==> src/rtl/stepdir_decoder.sv <==
// stepdir_decoder: synchronizes and de-glitches external step/dir lines and tracks a signed position.
// Build option: define STEPDIR_PERIOD_EN to add the step-period measurement.
module stepdir_decoder #(
    parameter int POS_W      = 32,
    parameter int FILTER_LEN = 3,
    parameter int SETUP_CYC  = 4,
    parameter int PERIOD_W   = 24
) (
    input  logic                sys_clk,
    input  logic                sys_rst,
    input  logic                step_i,
    input  logic                dir_i,
    input  logic                enable,
    input  logic                pos_load,
    input  logic [POS_W-1:0]    pos_load_val,
    input  logic                err_clr,
    output logic [POS_W-1:0]    position,
    output logic                step_evt,
    output logic                step_dir,
    output logic                err_setup,
    output logic [PERIOD_W-1:0] period,
    output logic                period_valid
);
    localparam int FCNT_W = $clog2(FILTER_LEN + 1);
    localparam int AGE_W  = $clog2(SETUP_CYC + 1);
    localparam logic [FCNT_W-1:0] FCNT_LAST = FCNT_W'(FILTER_LEN - 1);
    localparam logic [AGE_W-1:0]  AGE_MAX   = AGE_W'(SETUP_CYC);

    // Bit 0 carries the step line, bit 1 the dir line.
    logic [1:0]        r_sync1;
    logic [1:0]        r_sync2;
    logic [1:0]        r_filt;
    logic [FCNT_W-1:0] r_fcnt [2];
    logic [1:0]        w_flip;
    logic              r_step_f_d;
    logic [1:0]        r_vld;
    logic              r_armed;
    logic [AGE_W-1:0]  r_dir_age;
    logic              w_evt;
    logic              w_setup_viol;

    logic [POS_W-1:0]  r_position;
    logic              r_step_evt;
    logic              r_step_dir;
    logic              r_err_setup;

    assign w_flip[0]    = (r_sync2[0] != r_filt[0]) && (r_fcnt[0] == FCNT_LAST);
    assign w_flip[1]    = (r_sync2[1] != r_filt[1]) && (r_fcnt[1] == FCNT_LAST);
    assign w_evt        = r_filt[0] && !r_step_f_d && r_armed;
    assign w_setup_viol = w_evt && (r_dir_age < AGE_MAX);

    always_ff @(posedge sys_clk) begin
        if (!sys_rst) begin
            r_sync1    <= '0;
            r_sync2    <= '0;
            r_filt     <= '0;
            r_fcnt[0]  <= '0;
            r_fcnt[1]  <= '0;
            r_step_f_d <= 1'b0;
            r_vld      <= '0;
            r_armed    <= 1'b0;
            r_dir_age  <= AGE_MAX;
        end else begin
            r_sync1    <= {dir_i, step_i};
            r_sync2    <= r_sync1;
            for (int i = 0; i < 2; i++) begin
                if (r_sync2[i] == r_filt[i]) begin
                    r_fcnt[i] <= '0;
                end else if (w_flip[i]) begin
                    r_filt[i] <= r_sync2[i];
                    r_fcnt[i] <= '0;
                end else begin
                    r_fcnt[i] <= r_fcnt[i] + FCNT_W'(1);
                end
            end
            r_step_f_d <= r_filt[0];
            // Edges are ignored until a genuine low has been seen on step after reset,
            // so a line held high through reset release is never counted.
            r_vld <= {r_vld[0], 1'b1};
            if (r_vld[1] && !r_sync2[0]) begin
                r_armed <= 1'b1;
            end
            if (w_flip[1]) begin
                r_dir_age <= '0;
            end else if (r_dir_age != AGE_MAX) begin
                r_dir_age <= r_dir_age + AGE_W'(1);
            end
        end
    end

    always_ff @(posedge sys_clk) begin
        if (!sys_rst) begin
            r_position  <= '0;
            r_step_evt  <= 1'b0;
            r_step_dir  <= 1'b0;
            r_err_setup <= 1'b0;
        end else begin
            r_step_evt <= w_evt;
            if (w_evt) begin
                r_step_dir <= r_filt[1];
            end
            if (pos_load) begin
                r_position <= pos_load_val;
            end else if (w_evt && enable) begin
                r_position <= r_filt[1] ? r_position + POS_W'(1) : r_position - POS_W'(1);
            end
            if (w_setup_viol) begin
                r_err_setup <= 1'b1;
            end else if (err_clr) begin
                r_err_setup <= 1'b0;
            end
        end
    end

    assign position  = r_position;
    assign step_evt  = r_step_evt;
    assign step_dir  = r_step_dir;
    assign err_setup = r_err_setup;

`ifdef STEPDIR_PERIOD_EN
    localparam logic [PERIOD_W-1:0] PCNT_MAX = '1;

    logic [PERIOD_W-1:0] r_pcnt;
    logic [PERIOD_W-1:0] r_period;
    logic                r_evt_seen;
    logic                r_period_valid;

    always_ff @(posedge sys_clk) begin
        if (!sys_rst) begin
            r_pcnt         <= '0;
            r_period       <= '0;
            r_evt_seen     <= 1'b0;
            r_period_valid <= 1'b0;
        end else if (w_evt) begin
            r_period   <= (r_pcnt == PCNT_MAX) ? PCNT_MAX : r_pcnt + PERIOD_W'(1);
            r_pcnt     <= '0;
            r_evt_seen <= 1'b1;
            if (r_evt_seen) begin
                r_period_valid <= 1'b1;
            end
        end else if (r_pcnt != PCNT_MAX) begin
            r_pcnt <= r_pcnt + PERIOD_W'(1);
        end
    end

    assign period       = r_period;
    assign period_valid = r_period_valid;
`else
    assign period       = '0;
    assign period_valid = 1'b0;
`endif

endmodule

==> config.mk <==
export PLATFORM = sky130hd
export DESIGN_NAME = stepdir_decoder
export DESIGN_NICKNAME = d
export VERILOG_FILES = /design/src/rtl/stepdir_decoder.sv
export SDC_FILE = /design/constraint.sdc
export NUM_CORES = 1
export LEC_CHECK = 0
export ABC_AREA = 1
export CAP_MARGIN = 20
export CORE_UTILIZATION = 65
export DETAILED_ROUTE_END_ITERATION = 10
export DONT_BUFFER_PORTS = 1
export MAX_ROUTING_LAYER = met4
export PLACE_DENSITY = 0.92
export SETUP_SLACK_MARGIN = 0.2
export SYNTH_ARGS = -nofsm -noshare
export SYNTH_HDL_FRONTEND = slang
export SYNTH_SLANG_ARGS = --single-unit
export TNS_END_PERCENT = 50
==> constraint.sdc <==
create_clock -name sys_clk -period 2.79 [get_ports sys_clk]
set_clock_uncertainty 0.1 [all_clocks]
set_input_delay 0 -clock sys_clk [delete_from_list [all_inputs] [get_ports sys_clk]]
set_output_delay 0 -clock sys_clk [all_outputs]
set_load 0.05 [all_outputs]
==> results of run 1 <==
## layout by cell type (no fill, tap or decap), drive strengths merged
master       netlist  final
nand2            258    258
inv              124    127
nor2              74     74
a21oi             52     52
dfxtp             48     48
nand3             45     45
dlygate4sd3        0     38
buf               33     35
ha                34     34
conb               2     29
xor2              14     14
o21ai             12     12
a31oi             10     10
a22o               9      9
nand3b             5      5
clkbuf             6      5
nand4              4      4
edfxtp             4      4
or2                3      3
o211ai             2      2
a21o               2      2
and2               2      2
o21bai             2      2
nor3               2      2
clkinv             1      1
o32ai              1      1
a22oi              1      1
a211oi             1      1
fa                 1      1
## cells by family (layout without fill, tap and decap cells)
group / after synthesis / after routing / share of synthesized area
adders and majority gates: 35 / 35 / 0.09810
xor gates and xnor gates: 14 / 14 / 0.02701
DFF: 52 / 52 / 0.2381
and+or+nand+nor: 393 / 393 / 0.3538
buffers and inverters: 164 / 206 / 0.1629
AOI/OAI and AO/OA: 92 / 92 / 0.1185
other: 2 / 29 / 0.001654
## area by class of cell
class,count,area [sq um],area share
Clock buffer,5,68.82,0.01315
Multi-Input combinational cell,563,2835,0.5420
Sequential cell,52,1084,0.2071
Tap cell,80,100.1,0.01913
Clock inverter,3,28.78,0.005501
Inverter,125,471.7,0.09017
Timing Repair Buffer,73,643.1,0.1229
## final timing paths
kind	start	end	cells after the start
max	r_filt[1]	position[28]	14
min	pos_load	position[30]	4
max reg2reg	r_filt[1]	position[28]	14
min reg2reg	r_sync1[1]	r_sync2[1]	2
## through the flow
stage               cell area [sq um]  power (mW)  instances  utilization  hold slack (ns)
finish                           5231       2.746        901       0.7743          0.01988
floorplan                        4642       1.910        779            -         -0.07228
global placement                 4737       2.120        855       0.7011         -0.07170
CTS                              5225       2.704        902       0.7733         0.007732
global route                     5231       2.924        901       0.7743          0.02844
detailed placement               4737       2.156        855       0.7011         -0.07174
## flip-flops by register name, indices dropped and copies added, names as in the netlist
register / flops
position: 32
r_filt: 2
r_sync2: 2
err_setup: 1
r_fcnt: 4
step_evt: 1
r_vld: 2
r_armed: 1
step_dir: 1
r_dir_age: 3
r_sync1: 2
r_step_f_d: 1
## worst max-delay path: stages, from the launching register on
cell     delay [ns]
dfxtp_2        0.40
inv_1          0.07
buf_4          0.20
ha_1           0.37
a21oi_1        0.20
nand2_1        0.13
nand2_1        0.09
nand2_1        0.15
nand2_1        0.14
nand3_2        0.13
nand2_1        0.13
nand2_1        0.05
nand2_1        0.06
nand3_1        0.06
a21oi_1        0.13
## power by group through the flow
stage                     registers [mW]  logic [mW]  clock network, mW
after floorplan                    0.978       0.932                  0
after global placement             0.860        1.26                  0
after detailed placement           0.863        1.29                  0
after CTS                          0.846        1.35              0.504
after global routing               0.853        1.54              0.528
final                              0.849        1.39              0.505
## timing repair
item,4_1_cts,5_1_grt
hold buffers,39,0
resized for setup,0,6
hold endpoints to repair,51,0
setup endpoints to repair,0,9
## per-layer routing
layer | part of all wire | vias to the layer above
met5 | 0 | -
met4 | 0.035 | 0
met3 | 0.063 | 39
met2 | 0.48 | 201
met1 | 0.42 | 2224
li1 | - | 2434
==> run metrics, run 1 <==
met1 Usage GRT=0.4425; Post-Synthesis Cells=752; CP Launch Type=flop; IO Count=99; max cap viols=0; CTS tree=done; M2 GR Usage=0.6407; clk root buf=clkbuf_8; Congestion Overflow GR=0; leakage=2.878 nW; P_int=1.441 mW; Tightest Hold Check Type=input port to flop; Fin. Hold Viols=0; Critical Path AT=2.64 ns; Netlist cell types=37; Crit path required time=2.96 ns; ys flop type=dfxtp_1; Slew HR=0.2522; sw power=1.305 mW; Synth Warn #=0; critical path class=flop to flop; DRC=0; net count reported at finish=894; core region area=6756 sq um; clk_lat worst skew=0.33 ns; fin crit period=2.468 ns; row cnt=30; first-pass GRT wire length=21130 microns; most common cell in the synthesized netlist=nand2_1; met3 GRT Util=0.04909; final setup fails=0; Crit. End Element=flop; htree depth=2; initial antenna violation count=0; share of layout cells above drive strength 1=0.07795; number of fill cells=526; sw frac=0.4753; antenna-violating nets left=0; RSZ-0062 raised after global routing=no; largest net degree at the start of global routing=43; WL final=13100 microns; combinational share of power=0.507; status=finished, final reports clean; synthesized area per cell=6.038 sq um; EDFF count, synth=4; most instantiated cells after synthesis=nand2_1 (255), inv_1 (121), nor2_1 (71), a21oi_1 (50), dfxtp_1 (48); RD Place Congestion=0.9759; die width=85.58 microns; Post-Synthesis Cell Area=4541 sq um; Port Buf Inserts=0; Max Root-Sink Buffers=2; Initial Util=0.6720; top cell type's share of synthesized area=0.2116; Clk pwr share=0.184; area grow syn2layout=15.21%; register bit total from synthesis=52; DR WL/cell=14.54 microns; vias in the first global route=4700; post-synthesis sequential area ratio=0.2381; die height=85.58 microns; Pwr Density=524.9 nW/um^2; Starting DRT DRC Count=372; Worst IR Drop VDD=0.0003791 V; leading area contributor after synthesis=dfxtp_1; GRT Total Usage=0.3740; reg2reg setup slack=0.32 ns; Pre-antenna DRT Iters=5; Worst-Margin Slew=1.118 ns; pre-CTS setup slack=0.3040 ns; TNS Setup=0 ns; Area contributors post-synth=dfxtp_1 (21%), nand2_1 (21%), inv_1 (10%), ha_1 (9.4%), nor2_1 (5.9%); clock net sink count=52; clock slew at reported path FFs=0.12 ns; Async SR Flop Fraction=0; Slew Limit Fails=0; number of diodes=0; maximum clock rate=0.4051 GHz; Num CTS Buffers=5; Die ar.=7324 sq um; sequential power share=0.309; via count=4898; fin crit share=0.8847; GR peak layer=met2; Post CTS Setup Buffer Count=0; maximum fanout along the worst path=17; PnR worst setup slack=0.3216 ns; Post-DP HPWL=9239 microns; Via density=5.436
Power figures use the tool's default switching activity.
==> run 2: changes to the inputs <==
--- a/config.mk
+++ b/config.mk
@@ -11,7 +11,7 @@
 export DETAILED_ROUTE_END_ITERATION = 10
 export DONT_BUFFER_PORTS = 1
 export MAX_ROUTING_LAYER = met4
-export PLACE_DENSITY = 0.92
+export PLACE_DENSITY = 0.84
 export SETUP_SLACK_MARGIN = 0.2
 export SYNTH_ARGS = -nofsm -noshare
 export SYNTH_HDL_FRONTEND = slang
==> run metrics, run 2 (synthesis gave the netlist of run 1 again) <==
row cnt=30; max cap viols=0; TNS Setup=0 ns; clk root buf=clkbuf_8; Slew HR=0.5965; die width=85.58 microns; antenna-violating nets left=0; number of diodes=0; Max Root-Sink Buffers=2; Finished Core Util=0.7752; DR WL/cell=14.27 microns; Worst IR Drop VDD=0.0003857 V; Die ar.=7324 sq um; Congestion Overflow GR=0; commonest cells after routing, fill and taps aside=nand2_1 (254), inv_1 (121), nor2_1 (71), a21oi_1 (50), dfxtp_1 (47); GRT Total Usage=0.3586; Crit. End Element=flop; clk_lat worst skew=0.33 ns; clock slew at reported path FFs=0.12 ns; CTS tree=done; max reg flops=32; Slew Limit Fails=0; CP Launch Type=flop; RSZ-0062 raised after global routing=yes; fin crit period=2.459 ns; Crit path required time=2.92 ns; via count=4874; fin crit share=0.8813; Pre-antenna DRT Iters=5; critical path class=flop to flop; multi-input combinational cell area=2824 sq um; register area=1082 sq um; core region area=6756 sq um; status=finished, final reports clean; final setup fails=0; maximum clock rate=0.4067 GHz; share of layout cells above drive strength 1=0.07421; IO Count=99; first-pass GRT wire length=20400 microns; Via density=5.404; clock net sink count=52; htree depth=2; leading cell type in the layout, fill and taps excluded=nand2_1; net count reported at finish=895; number of fill cells=539; Post-DP HPWL=8865 microns; Pwr Density=524.8 nW/um^2; area grow syn2layout=15.35%; initial antenna violation count=0; Finished Cell Area=5238 sq um; Starting DRT DRC Count=292; Num CTS Buffers=5; Critical Path AT=2.59 ns; Worst-Margin Slew=0.6015 ns; RD Place Congestion=0.9610; die height=85.58 microns; Port Buf Inserts=0; WL final=12870 microns; maximum fanout along the worst path=2; Tightest Hold Check Type=input port to flop; DRC=0; vias in the first global route=4501; Initial Util=0.6720; placement-stage cell area=4737 sq um; leakage=2.883 nW; Fin. Hold Viols=0; largest net degree at the start of global routing=43
run 2: path summary, 6_finish.rpt:
check | from | to | cells past startpoint | slack, ns
setup / recovery | position[0] | position[1] | 7 | 0.33
hold / removal | pos_load | position[6] | 4 | 0.01
setup reg to reg | position[0] | position[1] | 7 | 0.33
hold reg to reg | r_sync1[0] | r_sync2[0] | 2 | 0.34
run 2: repair_timing:
item                       4_1_cts  5_1_grt
buffers inserted                 0        0
hold buffers                    38        0
hold endpoints to repair        49        0
resized for setup                0        4
setup endpoints to repair        0       16
run 2: power breakdown:
part	internal, mW	switching (mW)
Combinational	0.445	0.949
Clock	0.191	0.317
Sequential	0.806	0.0407
run 2: critical path, cell delays in order (launching register included):
cell	delay, ns
dfxtp_1	0.34
inv_1	0.07
fa_1	0.53
nor2_1	0.05
a21oi_1	0.10
dlygate4sd3_1	0.56
a21oi_1	0.06
dlygate4sd3_1	0.55
run 2: stage by stage:
stage          hold slack [ns]  std cells  setup slack, ns  total power, mW
6_report               0.01028        902           0.3312            2.749
5_1_grt                0.04188        902           0.1912            2.910
4_1_cts                0.01234        901           0.2375            2.691
3_5_place_dp          -0.07089        855           0.3219            2.143
3_3_place_gp          -0.07083        855           0.3547            2.121
2_1_floorplan         -0.07228        779           0.3911            1.910
run 2: routing by layer:
metal | up-vias | wire [microns] | global-route usage
li1 | 2434 | - | -
met1 | 2154 | 5396 | 0.4272
met2 | 247 | 6153 | 0.6291
met3 | 39 | 953 | 0.04139
met4 | 0 | 365 | 0.1197
met5 | - | 0 | -
run 2: layout make-up:
class | instances | share of cell area
clock inverter | 3 | 0.005495
inverter | 125 | 0.09006
multi-input combinational | 563 | 0.5392
tap | 80 | 0.01911
timing repair buffer | 74 | 0.1264
sequential | 52 | 0.2066
clock buffer | 5 | 0.01314
==> run 3: changes to the inputs <==
--- a/config.mk
+++ b/config.mk
@@ -5,7 +5,6 @@
 export SDC_FILE = /design/constraint.sdc
 export NUM_CORES = 1
 export LEC_CHECK = 0
-export ABC_AREA = 1
 export CAP_MARGIN = 20
 export CORE_UTILIZATION = 65
 export DETAILED_ROUTE_END_ITERATION = 10
==> run metrics, run 3 <==
most common cell in the synthesized netlist=nand2_1; htree depth=2; leading area contributor after synthesis=dfxtp_1; Num CTS Buffers=5; clock net sink count=52; die height=81.99 microns; clk root buf=clkbuf_8; Synth Warn #=0; Last stage=5_1_grt; Max Root-Sink Buffers=2; Post-Synthesis Cell Area=4159 sq um; Inst Count DP=654; placement-stage cell area=4599 sq um; Port Buf Inserts=0; Async SR Flop Fraction=0; Post-DP HPWL=8572 microns; RD Place Congestion=0.9938; Netlist cell types=60; worst_ep grt=position[28]$_SDFFE_PN0P_/D; GRT Total Usage=1.058; Post-Synthesis Cells=536; IO Count=99; largest net degree at the start of global routing=35; error msg=[ERROR GRT-0232] Routing congestion too high. Check the congestion heatmap in the GUI.; register bit total from synthesis=52; top cell type's share of synthesized area=0.2310; EDFF count, synth=4; ys flop type=dfxtp_1; Congestion Overflow GR=698; most instantiated cells after synthesis=nand2_1 (63), a21oi_1 (56), dfxtp_1 (48), o21ai_0 (41), nor2_1 (40); die width=81.99 microns; post-synthesis sequential area ratio=0.2599; synthesized area per cell=7.759 sq um; Initial Util=0.6862; worst_ep kind=sequential cell input; status=aborted with a tool error; row cnt=28; Area contributors post-synth=dfxtp_1 (23%), ha_1 (10%), a21oi_1 (6.7%), nand2_1 (5.7%), o21ai_0 (4.9%)
## run 3: repair_timing
item	in CTS
hold endpoints to repair	49
pin swaps	26
hold buffers	54
setup buffers	11
cloned	1
gates resized for setup	57
endpoints found under the setup margin	19
## run 3: through the flow
step	TNS [ns]	util	worst slack [ns]
4_1_cts	0	0.9348	0.07502
3_5_place_dp	-0.2039	0.7589	-0.08437
3_3_place_gp	-0.01737	0.7589	-0.01737
2_1_floorplan	-1.138	-	-0.1549
## run 3: cells by family after synthesis
| group | after synthesis | share of synthesized area |
|---|---|---|
| AO/OA/AOI/OAI | 183 | 0.2885 |
| adder cells (fa/ha/maj) | 35 | 0.1071 |
| flip-flops | 52 | 0.2599 |
| multiplexers | 6 | 0.01444 |
| other | 2 | 0.001806 |
| XOR/XNOR | 25 | 0.05265 |
| AND/OR/NAND/NOR | 170 | 0.1937 |
| buffers and inverters | 63 | 0.08183 |
## run 3: layer usage
| metal | overflow | GRT usage |
|---|---|---|
| met5 | - | - |
| met4 | 185 | 1.268 |
| met3 | 9 | 0.7211 |
| met2 | 492 | 1.400 |
| met1 | 12 | 0.9018 |
==> run 4: changes to the inputs <==
--- a/config.mk
+++ b/config.mk
@@ -6,12 +6,10 @@
 export NUM_CORES = 1
 export LEC_CHECK = 0
 export CAP_MARGIN = 20
-export CORE_UTILIZATION = 65
+export CORE_UTILIZATION = 40
 export DETAILED_ROUTE_END_ITERATION = 10
 export DONT_BUFFER_PORTS = 1
-export MAX_ROUTING_LAYER = met4
-export PLACE_DENSITY = 0.84
-export SETUP_SLACK_MARGIN = 0.2
+export PLACE_DENSITY_LB_ADDON = 0.15
 export SYNTH_ARGS = -nofsm -noshare
 export SYNTH_HDL_FRONTEND = slang
 export SYNTH_SLANG_ARGS = --single-unit
==> run metrics, run 4 <==
Worst Reg-to-Reg Cells=12; CP Launch Type=flop; number of diodes=0; die height=104.0 microns; reg2reg setup slack=0.06 ns; met3 GRT Util=0.03509; leading cell type in the layout, fill and taps excluded=buf_4; maximum fanout along the worst path=18; first-pass GRT wire length=20900 microns; Worst-Margin Slew=0.8490 ns; ys flop type=dfxtp_1; max cap viols=0; Fin. Hold Viols=0; sequential power share=0.335; Max Root-Sink Buffers=2; top cell type's share of synthesized area=0.2310; WL final=12750 microns; sw power=1.004 mW; leakage=2.495 nW; GRT Total Usage=0.2351; Crit path required time=2.89 ns; DR WL/cell=15.88 microns; Starting DRT DRC Count=213; share of layout cells above drive strength 1=0.1955; clk root buf=clkbuf_8; Post-Synthesis Cell Area=4159 sq um; vias in the first global route=4208; Async SR Flop Fraction=0; Initial Util=0.4197; reg-to-reg endpoint=position[24]; RR Startpoint=r_filt[1]; Pwr Density=438.2 nW/um^2; max reg flops=32; GR peak layer=met2; M2 GR Usage=0.4186; Port Buf Inserts=0; Area contributors post-synth=dfxtp_1 (23%), ha_1 (10%), a21oi_1 (6.7%), nand2_1 (5.7%), o21ai_0 (4.9%); IO Count=99; Congestion Overflow GR=0; minimum hold slack=0.03531 ns; Finished Cell Area=5690 sq um; clock net sink count=52; htree depth=2; status=finished, final reports clean; final setup fails=0; TNS Setup=0 ns; Pre-antenna DRT Iters=4; Crit. End Element=flop; row cnt=36; combinational share of power=0.481; synthesized area per cell=7.759 sq um; EDFF count, synth=4; core region area=9910 sq um; via count=4321; post-synthesis sequential area ratio=0.2599; most instantiated cells after synthesis=nand2_1 (63), a21oi_1 (56), dfxtp_1 (48), o21ai_0 (41), nor2_1 (40); Critical Path AT=2.83 ns; initial antenna violation count=0; Worst Setup EP=position[24]; CTS tree=done; Slew HR=0.4334; P_int=1.489 mW; antenna-violating nets left=0; net count reported at finish=743; Num CTS Buffers=5; fin crit period=2.734 ns; area grow syn2layout=36.82%; Synth Warn #=0; most common cell in the synthesized netlist=nand2_1; fin crit share=0.9801; clk_lat worst skew=0.31 ns; Via density=5.381; RD Place Congestion=0.8784; register bit total from synthesis=52; leading area contributor after synthesis=dfxtp_1; commonest cells after routing, fill and taps aside=buf_4 (83), dlygate4sd3_1 (64), nand2_1 (61), a21oi_1 (49), dfxtp_1 (47); Worst setup startpoint=r_filt[1]; Post-Synthesis Cells=536; Finished Core Util=0.5742; met1 Usage GRT=0.2954; die width=104.0 microns; Slew Limit Fails=0; Die ar.=10810 sq um; Tightest Hold Check Type=input port to flop; DRC=0; Post-DP HPWL=8829 microns; RSZ-0062 raised after global routing=yes; Worst IR Drop VDD=0.0002449 V; Clk pwr share=0.185; clock slew at reported path FFs=0.11 ns; sw frac=0.4027; maximum clock rate=0.3657 GHz; Netlist cell types=60; critical path class=flop to flop; placement-stage cell area=4745 sq um; largest net degree at the start of global routing=35
==> run 4: per-stage QoR <==
step / worst slack, ns / power [mW] / instances
floorplan: -0.1704 / 1.621 / 563
detailed placement: -0.06803 / 1.871 / 725
global placement: -0.005858 / 1.858 / 725
finish: 0.05560 / 2.494 / 803
global route: -0.04530 / 2.639 / 803
CTS: -0.02133 / 2.447 / 798
==> run 4: how the worst min path moves through the flow <==
stage / cells past startpoint / slack, ns / from / end
finish: 2 / 0.04 / sys_rst / position[26]
global route: 2 / 0.03 / sys_rst / position[26]
CTS: 2 / 0.02 / sys_rst / position[26]
detailed placement: 0 / -0.07 / sys_rst / r_vld[0]
global placement: 0 / -0.07 / sys_rst / r_vld[0]
floorplan: 0 / -0.07 / sys_rst / r_vld[0]
==> run 4: area by class of cell <==
| class | count | area, sq um |
|---|---|---|
| Tap cell | 133 | 166.4 |
| Clock inverter | 2 | 16.27 |
| Multi-Input combinational cell | 448 | 2997 |
| Inverter | 13 | 52.55 |
| Sequential cell | 52 | 1082 |
| Fill cell | 917 | 4219 |
| Timing Repair Buffer | 149 | 1304 |
| Clock buffer | 6 | 72.57 |
==> run 4: repair_timing <==
| item | in CTS | in global routing |
|---|---|---|
| pin swaps | 2 | 7 |
| hold endpoints to repair | 48 | 0 |
| buffers inserted | 0 | 5 |
| endpoints found under the setup margin | 6 | 20 |
| hold buffers | 65 | 0 |
| gates resized for setup | 6 | 26 |
==> run 4: cell families (layout without fill, tap and decap cells) <==
| logic type | Yosys count | in the layout | share of synthesized area |
|---|---|---|---|
| other | 2 | 29 | 0.001806 |
| adders and majority gates | 35 | 35 | 0.1071 |
| and+or+nand+nor | 170 | 170 | 0.1937 |
| buffers and inverters | 63 | 170 | 0.08183 |
| AOI/OAI and AO/OA | 183 | 183 | 0.2885 |
| muxes | 6 | 6 | 0.01444 |
| DFF | 52 | 52 | 0.2599 |
| xor gates and xnor gates | 25 | 25 | 0.05265 |
==> run 4: worst max-delay path, stage by stage, from the launching register on <==
cell        delay [ns]
dfxtp_2           0.36
clkinvlp_4        0.11
buf_12            0.18
ha_1              0.34
nand2b_1          0.14
a21oi_1           0.11
buf_4             0.17
o41a_1            0.35
a211oi_2          0.33
buf_4             0.18
o31ai_2           0.06
xnor2_1           0.12
o21ai_0           0.08
==> run 4: layer usage <==
layer,up-vias,share of wire,routed length [microns]
li1,2151,-,-
met1,2040,0.46,5865
met2,115,0.48,6173
met3,15,0.040,516
met4,0,0.015,193
met5,-,0,0
==> run 4: power groups by stage <==
stage / Clock [mW] / Sequential, mW / Combinational [mW]
finish: 0.461 / 0.834 / 1.20
global route: 0.499 / 0.840 / 1.30
CTS: 0.479 / 0.831 / 1.14
detailed placement: 0 / 0.848 / 1.02
global placement: 0 / 0.847 / 1.01
floorplan: 0 / 0.947 / 0.674
